**config.mk**
```make
export PLATFORM = sky130hd
export DESIGN_NAME = clk_period_monitor
export DESIGN_NICKNAME = d
export VERILOG_FILES = /design/src/rtl/clk_period_monitor.sv
export SDC_FILE = /design/constraint.sdc
export NUM_CORES = 1
export LEC_CHECK = 0
export ABC_AREA = 1
export ABC_CLOCK_PERIOD_IN_PS = 4100
export CAP_MARGIN = 5
export CORE_MARGIN = 4
export CORE_UTILIZATION = 40
export DETAILED_ROUTE_END_ITERATION = 6
export GPL_ROUTABILITY_DRIVEN = 0
export PLACE_DENSITY = 0.61
export SETUP_SLACK_MARGIN = 0.5
export SYNTH_ARGS = -nofsm -noshare
export SYNTH_HDL_FRONTEND = slang
export SYNTH_SLANG_ARGS = --single-unit
```
**constraint.sdc**
```tcl
create_clock -name clk_i -period 4.1 [get_ports clk_i]
set_clock_uncertainty 0.1 [all_clocks]
set_input_delay 0.615 -clock clk_i [delete_from_list [all_inputs] [get_ports clk_i]]
set_output_delay 0.615 -clock clk_i [all_outputs]
set_load 0.02 [all_outputs]
```
**src/rtl/clk_period_monitor.sv**
```systemverilog
// Derived-clock half-period checker.
// Flags per-channel period errors and reports a global lock.
module clk_period_monitor #(
  parameter int NCLK   = 13,
  parameter int CW     = 5,
  parameter int HP_MAX = 14,
  parameter int LOCK_N = 4
) (
  input  logic            clk_i,
  input  logic            rst_ni,
  input  logic            freeze,
  input  logic            clr_i,
  input  logic [NCLK-1:0] clk_in,
  output logic [NCLK-1:0] edge_o,
  output logic [NCLK-1:0] err_o,
  output logic            lock_o,
  input  logic [3:0]      sel_i,
  output logic [CW-1:0]   meas_o
);

  localparam int GW = $clog2(LOCK_N + 1);
  localparam logic [CW-1:0] CNT_MAX = '1;
  localparam logic [GW-1:0] RUN_MAX = GW'(LOCK_N);

  logic [NCLK-1:0] prev;
  logic [NCLK-1:0] tog;
  logic [NCLK-1:0] edge_q;
  logic [NCLK-1:0] good_full;
  logic [NCLK-1:0] err_v;
  logic [CW-1:0]   meas_a [NCLK];
  logic            lock_q;

  assign tog = clk_in ^ prev;

  // sample register; clear re-seeds it so no toggle is seen
  always_ff @(posedge clk_i or negedge rst_ni) begin
    if (!rst_ni) begin
      prev <= '0;
    end else if (clr_i || !freeze) begin
      prev <= clk_in;
    end
  end

  // one-cycle edge pulse per detected toggle
  always_ff @(posedge clk_i or negedge rst_ni) begin
    if (!rst_ni) begin
      edge_q <= '0;
    end else if (clr_i || freeze) begin
      edge_q <= '0;
    end else begin
      edge_q <= tog;
    end
  end

  assign edge_o = edge_q & ~{NCLK{freeze}};

  for (genvar k = 0; k < NCLK; k++) begin : g_ch
    localparam logic [CW-1:0] HP = CW'(HP_MAX - k);

    logic [CW-1:0] cnt;
    logic [CW-1:0] cnt_inc;
    logic [CW-1:0] meas;
    logic [GW-1:0] run;
    logic          armed;
    logic          err;

    assign cnt_inc = (cnt == CNT_MAX) ? cnt : cnt + 1'b1;

    // half-period counter, arming, check and stuck detection
    always_ff @(posedge clk_i or negedge rst_ni) begin
      if (!rst_ni) begin
        cnt   <= '0;
        meas  <= '0;
        run   <= '0;
        armed <= 1'b0;
        err   <= 1'b0;
      end else if (clr_i) begin
        cnt   <= '0;
        meas  <= '0;
        run   <= '0;
        armed <= 1'b0;
        err   <= 1'b0;
      end else if (!freeze) begin
        if (tog[k]) begin
          cnt  <= CW'(1);
          meas <= cnt;
          if (!armed) begin
            armed <= 1'b1;
          end else if (cnt == HP) begin
            if (run != RUN_MAX) begin
              run <= run + 1'b1;
            end
          end else begin
            err <= 1'b1;
            run <= '0;
          end
        end else begin
          cnt <= cnt_inc;
          if (armed && cnt == CNT_MAX - 1'b1) begin
            err <= 1'b1;
          end
        end
      end
    end

    assign err_v[k]     = err;
    assign meas_a[k]    = meas;
    assign good_full[k] = (run == RUN_MAX);
  end

  assign err_o = err_v;

  // global lock: every channel saturated and no error latched
  always_ff @(posedge clk_i or negedge rst_ni) begin
    if (!rst_ni) begin
      lock_q <= 1'b0;
    end else if (clr_i) begin
      lock_q <= 1'b0;
    end else if (!freeze) begin
      lock_q <= (&good_full) && !(|err_v);
    end
  end

  assign lock_o = lock_q;

  // readback mux; out-of-range selects read zero
  always_comb begin
    meas_o = '0;
    if (int'(sel_i) < NCLK) begin
      meas_o = meas_a[sel_i];
    end
  end

endmodule

```
-- Word-level counts from Yosys, hierarchy flattened
Cells that the tools add are included.
- bits in registers: 222
- bits of input ports: 21
- output and inout port bits: 32
- word-level logic and storage cells: 622
- add/sub/neg operators: 26
- magnitude comparators: 2
- equal/unequal tests: 118
- mux-type cells: 293
- bitwise gates (word level): 4
- reductions and logical operators: 111
- operator list (operator ; number):
    two-way mux 5 bit ; 94
    two-way mux 3 bit ; 78
    equality test 5 bit, second input constant ; 26
    two-way mux 1 bit ; 119
    inequality test 3 bit, second input constant ; 39
    AND reduction 4 bit ; 26
    inequality test 3 x 2 -> 1 bit, second input constant ; 26
    adder 5 x 1 -> 5 bit, second input constant ; 13
    AND reduction 2 bit ; 26
    nonzero test 2 bit ; 26
    adder 3 x 1 -> 3 bit, second input constant ; 13
    equality test 3 bit, second input constant ; 13
    nonzero test 3 bit ; 13
    equality test 5 x 4 -> 1 bit, second input constant ; 7
    binary-select mux 5 bit (select 4 bit) ; 1
    equality test 5 x 3 -> 1 bit, second input constant ; 4
    logical AND 1 bit ; 14
    AND 13 bit ; 1
    two-way mux 13 bit ; 1
    inverter 13 bit ; 1
    AND reduction 13 bit ; 1
    OR reduction 13 bit ; 1
    bitwise XOR 13 bit ; 1
    equality test 5 x 2 -> 1 bit, second input constant ; 2
    6 further kinds ; 8

-- Longest topological paths before layout
- depth in word-level cells: 7
- depth in mapped cells: 10

-- Worst setup path after synthesis
No wires, ideal clock.
- path kind: in2out
- start: in sel_i[0]
- end: out meas_o[0]
- arrival time: 1.463 ns
- required time: 3.385 ns
- path slack: 1.922 ns
- stages: 7
- buffers on the path: 2
- cell sequence: buf_2 > clkbuf_1 > nand2_1 > nand3_1 > nand3_1 > nand3_1 > nand2_1
- word-level cells in the longest chain between the ends: 5
- ends and longest elaborated chain (element ; line ; RTL):
    start: declaration ; 17 ; input logic [3:0] sel_i,
    inverter 4 -> 5 bit (implied by the code) ; 130 ; meas_o = meas_a[sel_i];
    binary-select mux 5 bit (select 4 bit) ; 130 ;
    two-way mux 5 bit (implied by the code) (2 in series) ; 130 ;
    two-way mux 5 bit * ; 129 ; if (int'(sel_i) < NCLK) begin
    end: declaration ; 18 ; output logic [CW-1:0] meas_o
Every way passes the cells marked *; elsewhere a longest branch is shown, timed or not. The select of a mux whose other input is x is not followed.

-- Final worst setup path
- start: in sel_i[2]
- end: out meas_o[0]
The elaborated chain is that of the path after synthesis.

==> metrics.txt <==
Pwr Total 5.43 mW; share of the synthesized area in the top cell type 43.0%; outcome finished, violations left; drt wl/cell 14.4 um; CTS HTree Levels 1; Max Slew Vio Count 0; pin count of the biggest net entering global routing roughly 110; Tot GR Track Use 18.5%; critical-path cell list clkdlybuf4s50_1 > clkinvlp_4 > nand3_1 > nand3_1 > nand2_1 > clkdlybuf4s50_1; Crit path required time between 3 and 4 ns; CP max-delay cell clkdlybuf4s50_1; Vias roughly 11000; DRC 0; Synth Area in Simple Gates approximately a third; Worst-Margin Slew 0.920 ns; DRT iter0 DRCs around 900; post-route ant nets 0; Lkg Pwr 7.55 nW; Global Route met1 Usage 26.9%; CTS Buf Count 26; Avg Cell Area, Syn 7.22 um2; FF-to-FF End g_ch[11].cnt[0]; post-synthesis xor/xnor area fraction 0.542%; via density per instance 4.99; CP arrival 2.76 ns; layout cells sized above 1 under 10%; setup bufs post-CTS 0; Total Wirelength 32400 um; ys async rst share between 90% and 100%; flop-to-flop setup slack roughly 2.3 ns; Seq/Total Area, Yosys 43.0%; f_max between 200 and 300 MHz; Worst IR Drop VDD 0.289 mV; CTS Sinks roughly 220; CTS tree built; Die Area ~35000 um2; critical path class input port to output port; Synth warnings 0; Port Buffers 52; CTS root buf clkbuf_16; Crit path max-delay family buffers and inverters; area share of fa/ha/maj cells after synthesis 6.88%; power per cell area 372 nW/um2; CP Capture Type output port; Worst slew margin just under 40%; Initial Util between 40% and 50%; global routing usage on met3 2.38%; CP endpoint meas_o[0]; critical path peak fanout 11; I/O Pins between 50 and 60; Hold Vio Cnt, Final 1; clk slew on worst S/H paths 0.06 ns; initial antenna violation count 3; Final setup violation count 0; global-route wire length before repair 54700 um; post-synthesis net count 1882; Hold WS -0.0202 ns; CTS Buffer Depth 3; die span in y 188 um; CP Launch Type input port; post-layout min period 3.48 ns; failing checks hold timing; Crit path depth 6; prevailing post-synth register cell dfrtp_1; Hold Crit Class input port to asynchronous set/reset pin; R2R cell count 8; nets@finish 1925; core area 31700 um2; Detail Placement HPWL 23600 um; combinational family with the most area after synthesis simple AND/OR/NAND/NOR gates; RR Startpoint g_ch[11].cnt[0]; vias in the first global route 10925; final worst-path cycle share between 80% and 90%; die width 188 um; unrepaired setup endpoints after global routing no; row count 65; multiplexer share of the synthesized area 0%; top post-synthesis cells by area dfrtp_1 (43%), nand2_1 (18%), nand3_1 (8.1%), ha_1 (6.9%), inv_1 (6.3%); Syn Inst Count 1790; Fin Setup TNS 0 ns; Synth cell types 33; Post-Syn Area 12900 um2; cell taking the most area after synthesis dfrtp_1; number of synthesized register bits 222; Synth Area in Compound Gates under 10%; critical path's largest stage delay 0.77 ns; Worst Setup SP sel_i[2]; gr ovfl total 0; clock latency on the worst-skew pair 0.53 ns; Synth-to-Final Area Change 13.2%; Post-synth EDFFs 0; Critical path buffers and inverters 3; Top Usage Layer GRT met2; # Max-Cap Violations 0; Pre-Repair DR Iteration Count 5; global routing usage on met2 29.1%
metal layers:
layer | share of wire [%] | wire length [um]
met1 | 49 | 15800
met2 | 44 | 14200
met3 | 4.5 | 1460
met4 | 2.9 | 933
met5 | 0.034 | 11
how the worst min path moves through the flow:
| stage | startpoint | slack [ns] | cells past startpoint | to |
|---|---|---|---|---|
| after global routing | rst_ni | 0.13 | 1 | g_ch[7].armed |
| after detailed placement | g_ch[12].meas[1] | 0.36 | 2 | g_ch[12].meas[1] |
| final | rst_ni | -0.02 | 1 | g_ch[7].armed |
| after global placement | g_ch[12].meas[1] | 0.38 | 2 | g_ch[12].meas[1] |
| after floorplan | rst_ni | 0.22 | 0 | edge_q[0] |
| after CTS | rst_ni | 0.08 | 1 | g_ch[7].armed |
repair_timing:
action                                  CTS  global route
gates resized for setup                   0             3
hold buffers                              0             0
endpoints found under the setup margin    0             5
flip-flops by register name, summed over array words and instances (netlist names):
register	flops
g_ch.cnt	65
prev	13
g_ch.err	13
lock_o	1
edge_q	13
g_ch.meas	65
g_ch.run	39
g_ch.armed	13
final cells by class:
cell class,instances,area (um2)
Antenna cell,1,2.50
Clock buffer,36,769
Clock inverter,12,87.6
Fill cell,3227,17100
Inverter,232,877
Multi-Input combinational cell,1285,6180
Sequential cell,222,5560
Tap cell,402,503
Timing Repair Buffer,66,644
power by group:
| part | internal, mW | switching [mW] |
|---|---|---|
| Combinational | 0.239 | 0.506 |
| Clock | 1.37 | 0.927 |
| Sequential | 2.29 | 0.104 |
| Total | 3.90 | 1.54 |
kinds of logic after synthesis:
| group | count (synthesis) |
|---|---|
| buffers and inverters | 283 |
| adder cells (fa/ha/maj) | 71 |
| AO/OA/AOI/OAI | 130 |
| flip-flops | 222 |
| AND/OR/NAND/NOR | 1076 |
| XOR/XNOR | 8 |
cells in the mapped netlist (4+ instances only):
cell and count:
o21ai_0 81, dfrtp_1 222, a21oi_1 22, nand3b_1 10, nor2_1 179, xor2_1 7
ha_1 71, nand3_1 210, or2_2 11, o21a_1 4, nand2_1 605, o21ai_1 7
buf_4 15, buf_6 4, nor3_1 12, nand4_1 16, o211ai_1 5, inv_1 216
clkbuf_1 16, o22ai_1 11, buf_2 14, or2_4 4, nand2_2 22, inv_2 14
metrics by stage:
step	cell area [um2]	utilization [%]	instances	setup WS [ns]
CTS	14600	46.1	2255	0.577
detailed placement	13800	43.4	2207	0.587
global route	14600	46.1	2256	0.516
finish	14600	46.1	2256	0.621
global placement	13800	43.4	2207	0.599
floorplan	12900	-	1790	1.92
worst reg2reg max path: cells and delay by family (launching register included):
family	cells	cell delay [ns]
and+or+nand+nor	6	0.77
DFF	1	0.46
adders and majority gates	2	0.44
placed cells by master, fill, tap and decap left out, types with 22 or more instances in the layout:
cell,count
nand3_1,210
dfrtp_1,222
a21oi_1,22
o21ai_0,81
nor2_1,179
ha_1,71
clkbuf_16,27
nand2_1,605
clkdlybuf4s50_1,49
inv_1,216
nand2_2,22
(Power assumes the default switching activity.)
